[src/rtl/pipeline_commit_monitor.sv]
// Multi-lane RVFI commit order tracker with self-loop halt detection and watchdog.
// Define COMMIT_MON_STATS_EN to build the control-flow and cycle statistic counters.
module pipeline_commit_monitor #(
    parameter int COMMIT_WIDTH   = 1,
    parameter int ORDER_W        = 64,
    parameter int HALT_REPEAT    = 2,
    parameter int TIMEOUT_CYCLES = 100000
) (
    input  logic                            clk,
    input  logic                            reset_n,
    input  logic                            clear,
    input  logic [COMMIT_WIDTH-1:0]         commit_valid,
    input  logic [32*COMMIT_WIDTH-1:0]      commit_pc,
    input  logic [32*COMMIT_WIDTH-1:0]      commit_pc_next,
    input  logic [COMMIT_WIDTH-1:0]         commit_cf,
    output logic [ORDER_W*COMMIT_WIDTH-1:0] commit_order,
    output logic [ORDER_W-1:0]              order_q,
    output logic                            halt,
    output logic                            timeout,
    output logic                            lane_error,
    output logic [31:0]                     stat_cf_count,
    output logic [31:0]                     stat_cycles
);

    typedef enum logic [1:0] {RUN, HALTED, TIMED_OUT} state_t;

    state_t             state;
    logic [ORDER_W-1:0] order_r;
    logic [31:0]        idle_cnt;
    logic [31:0]        rep_cnt;
    logic [31:0]        loop_pc;
    logic               halt_r;
    logic               timeout_r;
    logic               lane_err_r;

    logic [ORDER_W-1:0] prefix;
    logic               any_commit;
    logic               gap;
    logic               seen_hole;
    logic               loop_hit;
    logic [31:0]        loop_pc_sel;
    logic [31:0]        rep_next;
    logic [31:0]        idle_next;
    logic               halt_hit;
    logic               timeout_hit;

    // Lane scan: running order per lane, gap detection, oldest self-loop lane
    always_comb begin
        prefix       = order_r;
        any_commit   = 1'b0;
        gap          = 1'b0;
        seen_hole    = 1'b0;
        loop_hit     = 1'b0;
        loop_pc_sel  = '0;
        commit_order = '0;
        for (int i = 0; i < COMMIT_WIDTH; i++) begin
            commit_order[i*ORDER_W +: ORDER_W] = prefix;
            if (commit_valid[i]) begin
                prefix     = prefix + ORDER_W'(1);
                any_commit = 1'b1;
                if (seen_hole)
                    gap = 1'b1;
                if (!loop_hit && commit_cf[i] &&
                    commit_pc_next[i*32 +: 32] == commit_pc[i*32 +: 32]) begin
                    loop_hit    = 1'b1;
                    loop_pc_sel = commit_pc[i*32 +: 32];
                end
            end else begin
                seen_hole = 1'b1;
            end
        end
    end

    // Next repeat count and idle count, plus the halt/timeout triggers they imply
    always_comb begin
        idle_next = idle_cnt + 32'd1;
        rep_next  = rep_cnt;
        if (any_commit) begin
            if (!loop_hit)
                rep_next = '0;
            else if (loop_pc_sel != loop_pc)
                rep_next = 32'd1;
            else if (rep_cnt != '1)
                rep_next = rep_cnt + 32'd1;
        end
        halt_hit    = loop_hit && (rep_next >= 32'(HALT_REPEAT));
        timeout_hit = !any_commit && (idle_next >= 32'(TIMEOUT_CYCLES));
    end

    // Tracking state: order counter, sticky flags, halt/watchdog FSM
    always_ff @(posedge clk or negedge reset_n) begin
        if (!reset_n) begin
            state      <= RUN;
            order_r    <= '0;
            idle_cnt   <= '0;
            rep_cnt    <= '0;
            loop_pc    <= '0;
            halt_r     <= 1'b0;
            timeout_r  <= 1'b0;
            lane_err_r <= 1'b0;
        end else if (clear) begin
            state      <= RUN;
            order_r    <= '0;
            idle_cnt   <= '0;
            rep_cnt    <= '0;
            loop_pc    <= '0;
            halt_r     <= 1'b0;
            timeout_r  <= 1'b0;
            lane_err_r <= 1'b0;
        end else if (state == RUN) begin
            order_r  <= prefix;
            rep_cnt  <= rep_next;
            idle_cnt <= any_commit ? '0 : idle_next;
            if (gap)
                lane_err_r <= 1'b1;
            if (loop_hit)
                loop_pc <= loop_pc_sel;
            if (halt_hit) begin
                halt_r <= 1'b1;
                state  <= HALTED;
            end else if (timeout_hit) begin
                timeout_r <= 1'b1;
                state     <= TIMED_OUT;
            end
        end
    end

    assign order_q    = order_r;
    assign halt       = halt_r;
    assign timeout    = timeout_r;
    assign lane_error = lane_err_r;

`ifdef COMMIT_MON_STATS_EN
    logic [31:0] cf_cnt;
    logic [31:0] cyc_cnt;
    logic [31:0] cf_add;
    logic [32:0] cf_sum;

    // Count committed control-flow lanes this cycle
    always_comb begin
        cf_add = '0;
        for (int i = 0; i < COMMIT_WIDTH; i++) begin
            if (commit_valid[i] && commit_cf[i])
                cf_add = cf_add + 32'd1;
        end
    end

    assign cf_sum = {1'b0, cf_cnt} + {1'b0, cf_add};

    // Saturating statistics, advancing only while tracking is live
    always_ff @(posedge clk or negedge reset_n) begin
        if (!reset_n) begin
            cf_cnt  <= '0;
            cyc_cnt <= '0;
        end else if (clear) begin
            cf_cnt  <= '0;
            cyc_cnt <= '0;
        end else if (state == RUN) begin
            cf_cnt  <= cf_sum[32] ? '1 : cf_sum[31:0];
            cyc_cnt <= (cyc_cnt == '1) ? cyc_cnt : cyc_cnt + 32'd1;
        end
    end

    assign stat_cf_count = cf_cnt;
    assign stat_cycles   = cyc_cnt;
`else
    assign stat_cf_count = '0;
    assign stat_cycles   = '0;
`endif

endmodule

[config.mk]
export PLATFORM = sky130hd
export DESIGN_NAME = pipeline_commit_monitor
export DESIGN_NICKNAME = d
export VERILOG_FILES = /design/src/rtl/pipeline_commit_monitor.sv
export SDC_FILE = /design/constraint.sdc
export NUM_CORES = 1
export LEC_CHECK = 0
export BUFFER_PORTS_ARGS = -buffer_cell sky130_fd_sc_hd__buf_2
export CORE_AREA = 2 2 149 151
export CTS_BUF_LIST = sky130_fd_sc_hd__clkbuf_4
export DETAILED_ROUTE_END_ITERATION = 7
export DIE_AREA = 0 0 151 153
export HOLD_SLACK_MARGIN = 0.06
export PLACE_DENSITY = 0.88
export SLEW_MARGIN = 40
export SYNTH_ARGS = -nofsm -noshare
export SYNTH_HDL_FRONTEND = slang
export SYNTH_SLANG_ARGS = --single-unit
export TNS_END_PERCENT = 30
[constraint.sdc]
create_clock -name clk -period 2.92 [get_ports clk]
set_input_delay 0.292 -clock clk [delete_from_list [all_inputs] [get_ports clk]]
set_output_delay 0.292 -clock clk [all_outputs]
set_load 0.05 [all_outputs]
; ---- Word level (Yosys, flattened, before mapping)
; Cells that the tools add are included.
[word_totals]
register_bits = 164
word_cells = 63
[classes]
addsub = 3
order_cmp = 2
eq_ne = 4
muxes = 31
n_reduce_logical = 16
[op_table]
columns = operator, n
row1 = 32-bit two-way mux, 14
row2 = 64-bit two-way mux, 3
row3 = 32-bit by 1-bit adder with 32-bit output (second input constant), 2
row4 = 64-bit by 1-bit adder with 64-bit output (second input constant), 1
row5 = 32-bit == test, 1
row6 = 32-bit by 17-bit greater-or-equal comparator with 1-bit output (second input constant), 1
row7 = 32-bit by 2-bit greater-or-equal comparator with 1-bit output (second input constant), 1
row8 = 32-bit inequality test, 1
row9 = 32-bit inequality test (second input constant), 1
row10 = 1-bit two-way mux, 10
row11 = 2-bit nonzero test, 5
row12 = 2-bit two-way mux, 4
row13 = 2-bit AND reduction, 4
row14 = 1-bit logical AND, 3
row15 = 3-bit AND reduction, 1
row16 = 3-bit nonzero test, 1
row17 = 2-bit zero test, 1
row18 = 2-bit inequality test (second input constant), 1
row19 = 1-bit zero test, 1

; ---- Depth between registers and ports, before layout
[depth]
ltp_word = 13
ltp_mapped = 10
mapped_depth_nobuf = 9

; ---- Worst setup path after synthesis
; Ideal clock, no wire load.
[synth_timing]
path_type = reg2reg
start = register order_r[4], in the netlist commit_order[4]
end = register order_r[46], in the netlist commit_order[46]
setup_time_ps = 78
t_arrival_ps = 2791
required_ps = 2842
slack_ps = 51
stages_incl_launch_ff = 9
path_cell_list = dfrtp_1 -> and4_1 -> nand4_4 -> nor4_4 -> or3b_1 -> or2_1 -> clkbuf_2 -> or3_1 -> a21oi_1
[synth_between]
elab_chain_cells = 4
[synth_lines]
columns = element, line
row1 = from (decl), 28  ; logic [ORDER_W-1:0] order_r;
row2 = from (signal assigned), 111  ; order_r <= prefix;
row3 = 64-bit by 1-bit adder with 64-bit output, 59  ; prefix = prefix + ORDER_W'(1);
row4 = 64-bit two-way mux, 58  ; if (commit_valid[i]) begin
row5 = 64-bit two-way mux, 110  ; end else if (state == RUN) begin
row6 = 64-bit two-way mux, 101  ; end else if (clear) begin
; Every way passes these cells. The select of a mux whose other input is x is not followed.
; A chain may end at the register's enable or synchronous reset.

; ---- Worst setup path in the final report
[layout_timing]
start = register rep_cnt[0]
end = register halt_r, in the netlist halt
[layout_between]
elab_chain_cells = 9
[layout_lines]
columns = element, line
row1 = from (decl), 30  ; logic [31:0] rep_cnt;
row2 = from (signal assigned), 112  ; rep_cnt <= rep_next;
row3 = 32-bit by 1-bit adder with 32-bit output or 32-bit inequality test (tied branches), "84, 83"
row4 = 32-bit two-way mux, 83  ; else if (rep_cnt != '1)
row5 = 32-bit two-way mux, 81  ; else if (loop_pc_sel != loop_pc)
row6 = 32-bit two-way mux, 79  ; if (!loop_hit)
row7 = 32-bit two-way mux *, 78  ; if (any_commit) begin
row8 = 32-bit by 2-bit greater-or-equal comparator with 1-bit output *, 86  ; halt_hit = loop_hit && (rep_next >= 32'(HALT_REPEAT));
row9 = 1-bit logical AND *, 86
row10 = 2-bit nonzero test (no line) *, --
row11 = 2-bit AND reduction (no line) *, --
row12 = to (signal assigned), 98  ; halt_r <= 1'b0;
row13 = to (signal assigned), 107  ; halt_r <= 1'b0;
row14 = to (signal assigned), 119  ; halt_r <= 1'b1;
row15 = to (decl), 32  ; logic halt_r;
; Every way passes the cells marked *; elsewhere a longest branch is shown, timed or not.

==> impl_metrics.py <==
metrics = {
    "status": {
        "status": "finished, final reports clean",
    },
    "power_and_ir_drop": {
        "power_density_nw_per_um2": 318,
        "max-vdd-ir-drop_v": 0.000250,
        "intPower_mw": 3.05,
        "p_leak_nw": 6.34,
        "p_clk_frac": 0.348,
        "seq_power_share": 0.515,
        "switching_share": 0.313,
        "power_frac_comb": 0.137,
        "p_sw_mw": 1.39,
    },
    "critical_path": {
        "timing.rr.start": "rep_cnt[0]",
        "r2r_slack_ps": 60,
        "crit_path_top_delay_cell": "nor4_1",
        "crit_arrival_ps": 3290,
        "crit_chain": "ha_1 > nand3_1 > buf_4 > nor2_1 > o31a_1 > nand3_2 > xnor2_1 > nor4_1 > and4b_1 > a311oi_1",
        "critical_path_required_ps": 3350,
        "crit_path_max_incr_delay_ps": 440,
        "cp_top_family": "simple AND/OR/NAND/NOR gates",
        "critical_path_peak_fanout": 4,
        "r2r_end": "halt",
        "cp-start-kind": "register",
        "reg2reg_depth": 10,
        "crit_path_end_kind": "register",
        "crit_buf_inv": 1,
        "critPathKind": "register to register",
    },
    "timing": {
        "final.setup_skew_ps": 31.0,
        "fin_crit_sh": 0.978,
        "period_needed_ps": 2860,
        "final-hold-violation-count": 0,
        "slew_violations": 0,
        "setup_viol": 0,
        "tightest_slew_ps": 554,
        "rsz0062_at_grt": "no",
        "slew_headroom": 0.631,
        "holdWs_ps": 101,
        "fmax_ghz": 0.350,
    },
    "layout": {
        "final_layout_size_suffix_gt1_frac": 0.223,
        "post-route-util": 0.649,
        "diodes": 0,
        "area_growth_pct": 15.3,
        "final_nets": 1777,
    },
    "logic_synthesis": {
        "synth_cell_types": 87,
        "synth.top_cell.area_share": 0.339,
        "synth-seq-cells": 164,
        "ys_top_cells_by_area": "dfrtp_1 34%, buf_4 8.2%, xor2_1 5.7%",
        "ys_warn_count": 0,
        "synth_edf_count": 0,
        "yosysSeqAreaShare": 0.339,
        "synth_top_flop_cell": "dfrtp_1",
        "syn_inst": 1489,
        "synth.avg_cell_area_um2": 8.12,
        "yosysTopAreaCell": "dfrtp_1",
        "synthArstFlopShare": 1.00,
        "syn_area_um2": 12100,
    },
    "min_path": {
        "holdPathStages": 4,
        "hold_class": "input pin to register",
        "worst_hold_startpoint": "commit_pc[14]",
        "whs_endpoint": "loop_pc[14]",
    },
    "clocking": {
        "cts.sink_count": 164,
        "clkTransAtPathRegs_ps": 160,
        "cts_buffer_depth": 2,
        "cts_tree": "done",
        "clk_latency_ps": 590,
        "htree_levels": 4,
        "cts_root_buf": "clkbuf_4",
        "postCtsSetupBuffers": 0,
        "cts_made_buffers": 17,
    },
    "grt": {
        "grt_max_degree": 79,
        "grt_pass1_wl_um": 58100,
        "grt_use_total": 0.307,
        "grt-ovfl-total": 0,
        "grt_pass1_vias": 11500,
        "antenna_found_initial": 0,
    },
    "floorplan": {
        "coreArea_um2": 21500,
        "die_h_um": 153,
        "rows": 54,
        "dieArea_um2": 23100,
        "ios": 264,
        "die_x_um": 151,
        "initial_utilization": 0.563,
    },
    "route": {
        "first_pass_iters": 5,
        "wirelength_um": 36200,
        "route.detailed.drc": 0,
        "drtAntennaViolNets": 0,
        "drt_iter0_markers": 1251,
        "wl_per_cell_um": 18.1,
        "viasPerCell": 6.16,
        "dr_total_vias": 12300,
    },
    "place": {
        "port_buffers": 198,
        "place_congestion": 0.980,
        "hpwl_um": 26100,
    },
    "job": {
        "maxCapViolations": 0,
    },
}
==> metal layers <==
metal  GRT usage  vias to the layer above  wire, µm
li1            -                     5545         -
met1       0.396                     5802     14000
met2       0.502                      767     17200
met3      0.0570                      180      3170
met4       0.138                        0      1780
met5           0                        -         0
==> tightest hold or removal path, delay by kind of cell <==
kind / cells / cell delay (ps)
compound gates: 1 / 60
buf+inv: 2 / 270
simple gates: 1 / 50
==> layout make-up <==
type | count | area, µm²
inverters | 32 | 120
clock buffers | 17 | 128
well taps | 280 | 350
clock inverters | 14 | 189
repair buffers | 338 | 2180
multi-input cells | 1151 | 6870
fillers | 1724 | 7540
flip-flops and latches | 164 | 4110
==> cell usage after synthesis, drive strengths merged (17+ instances only) <==
cell	count
a21oi	89
a31oi	18
and3	32
buf	157
clkbuf	49
dfrtp	164
inv	31
nand2	170
nand2b	32
nand3	67
nand4	51
nor2	142
nor3	31
nor4	42
o21ai	87
or3	17
xnor2	33
xor2	79
==> cell usage in the layout, fill, tap and decap left out, types with 65 or more instances in the layout <==
| cell type | Yosys | routed |
|---|---|---|
| buf_2 | 16 | 196 |
| nand3_1 | 66 | 66 |
| buf_4 | 132 | 105 |
| xor2_1 | 79 | 79 |
| nor2_1 | 141 | 141 |
| nand2_1 | 169 | 169 |
| conb_1 | 1 | 65 |
| dfrtp_1 | 164 | 161 |
| a21oi_1 | 89 | 89 |
| o21ai_0 | 84 | 84 |
==> cells by family (layout without fill, tap and decap cells) <==
| group | count (synthesis) | in the layout | share of synthesized area |
|---|---|---|---|
| XOR/XNOR | 112 | 112 | 0.0811 |
| other | 1 | 65 | 0.000310 |
| buffers and inverters | 238 | 401 | 0.118 |
| adder cells (fa/ha/maj) | 4 | 4 | 0.00414 |
| multiplexers | 10 | 10 | 0.00838 |
| AND/OR/NAND/NOR | 663 | 663 | 0.292 |
| flip-flops | 164 | 164 | 0.339 |
| AO/OA/AOI/OAI | 297 | 297 | 0.157 |
==> worst max-delay path by stage <==
stage,start,to,slack (ps),cells past startpoint
5_1_grt,rep_cnt[25],halt,2,8
3_5_place_dp,commit_pc[14],rep_cnt[22],-190,10
4_1_cts,commit_pc[27],rep_cnt[22],20,10
3_3_place_gp,commit_pc[14],rep_cnt[13],-80,10
2_1_floorplan,commit_order[4],commit_order[46],50,8
6_report,rep_cnt[0],halt,60,10
==> timing repair <==
item | in CTS | in global routing
gates resized for setup | 0 | 14
endpoints found under the setup margin | 0 | 26
endpoints found under the hold margin | 85 | 0
hold buffers | 32 | 0
==> power by group through the flow <==
| stage | registers [mW] | clock network, mW | logic, mW |
|---|---|---|---|
| 2_1_floorplan | 2.33 | 0 | 0.413 |
| 3_3_place_gp | 2.33 | 0 | 0.541 |
| 3_5_place_dp | 2.33 | 0 | 0.549 |
| 4_1_cts | 2.29 | 1.56 | 0.584 |
| 5_1_grt | 2.29 | 1.66 | 0.647 |
| 6_report | 2.29 | 1.55 | 0.607 |
==> state kept, by name (all words and copies together), names as in the netlist <==
| register | count |
|---|---|
| halt | 1 |
| loop_pc | 32 |
| rep_cnt | 32 |
| state | 2 |
| commit_order | 64 |
| idle_cnt | 32 |
| timeout | 1 |
==> through the flow <==
step / TNS, ps / area, µm² / instances / power (mW) / setup slack (ps)
after detailed placement: -1130 / 13200 / 1932 / 2.88 / -191
after floorplan: 0 / 12300 / 1553 / 2.75 / 50.7
after global routing: 0 / 13900 / 1996 / 4.59 / 2.29
after CTS: 0 / 13900 / 1995 / 4.43 / 17.4
after global placement: -342 / 13200 / 1932 / 2.87 / -80.3
final: 0 / 13900 / 1996 / 4.44 / 64.7
Power figures use the tool's default switching activity.
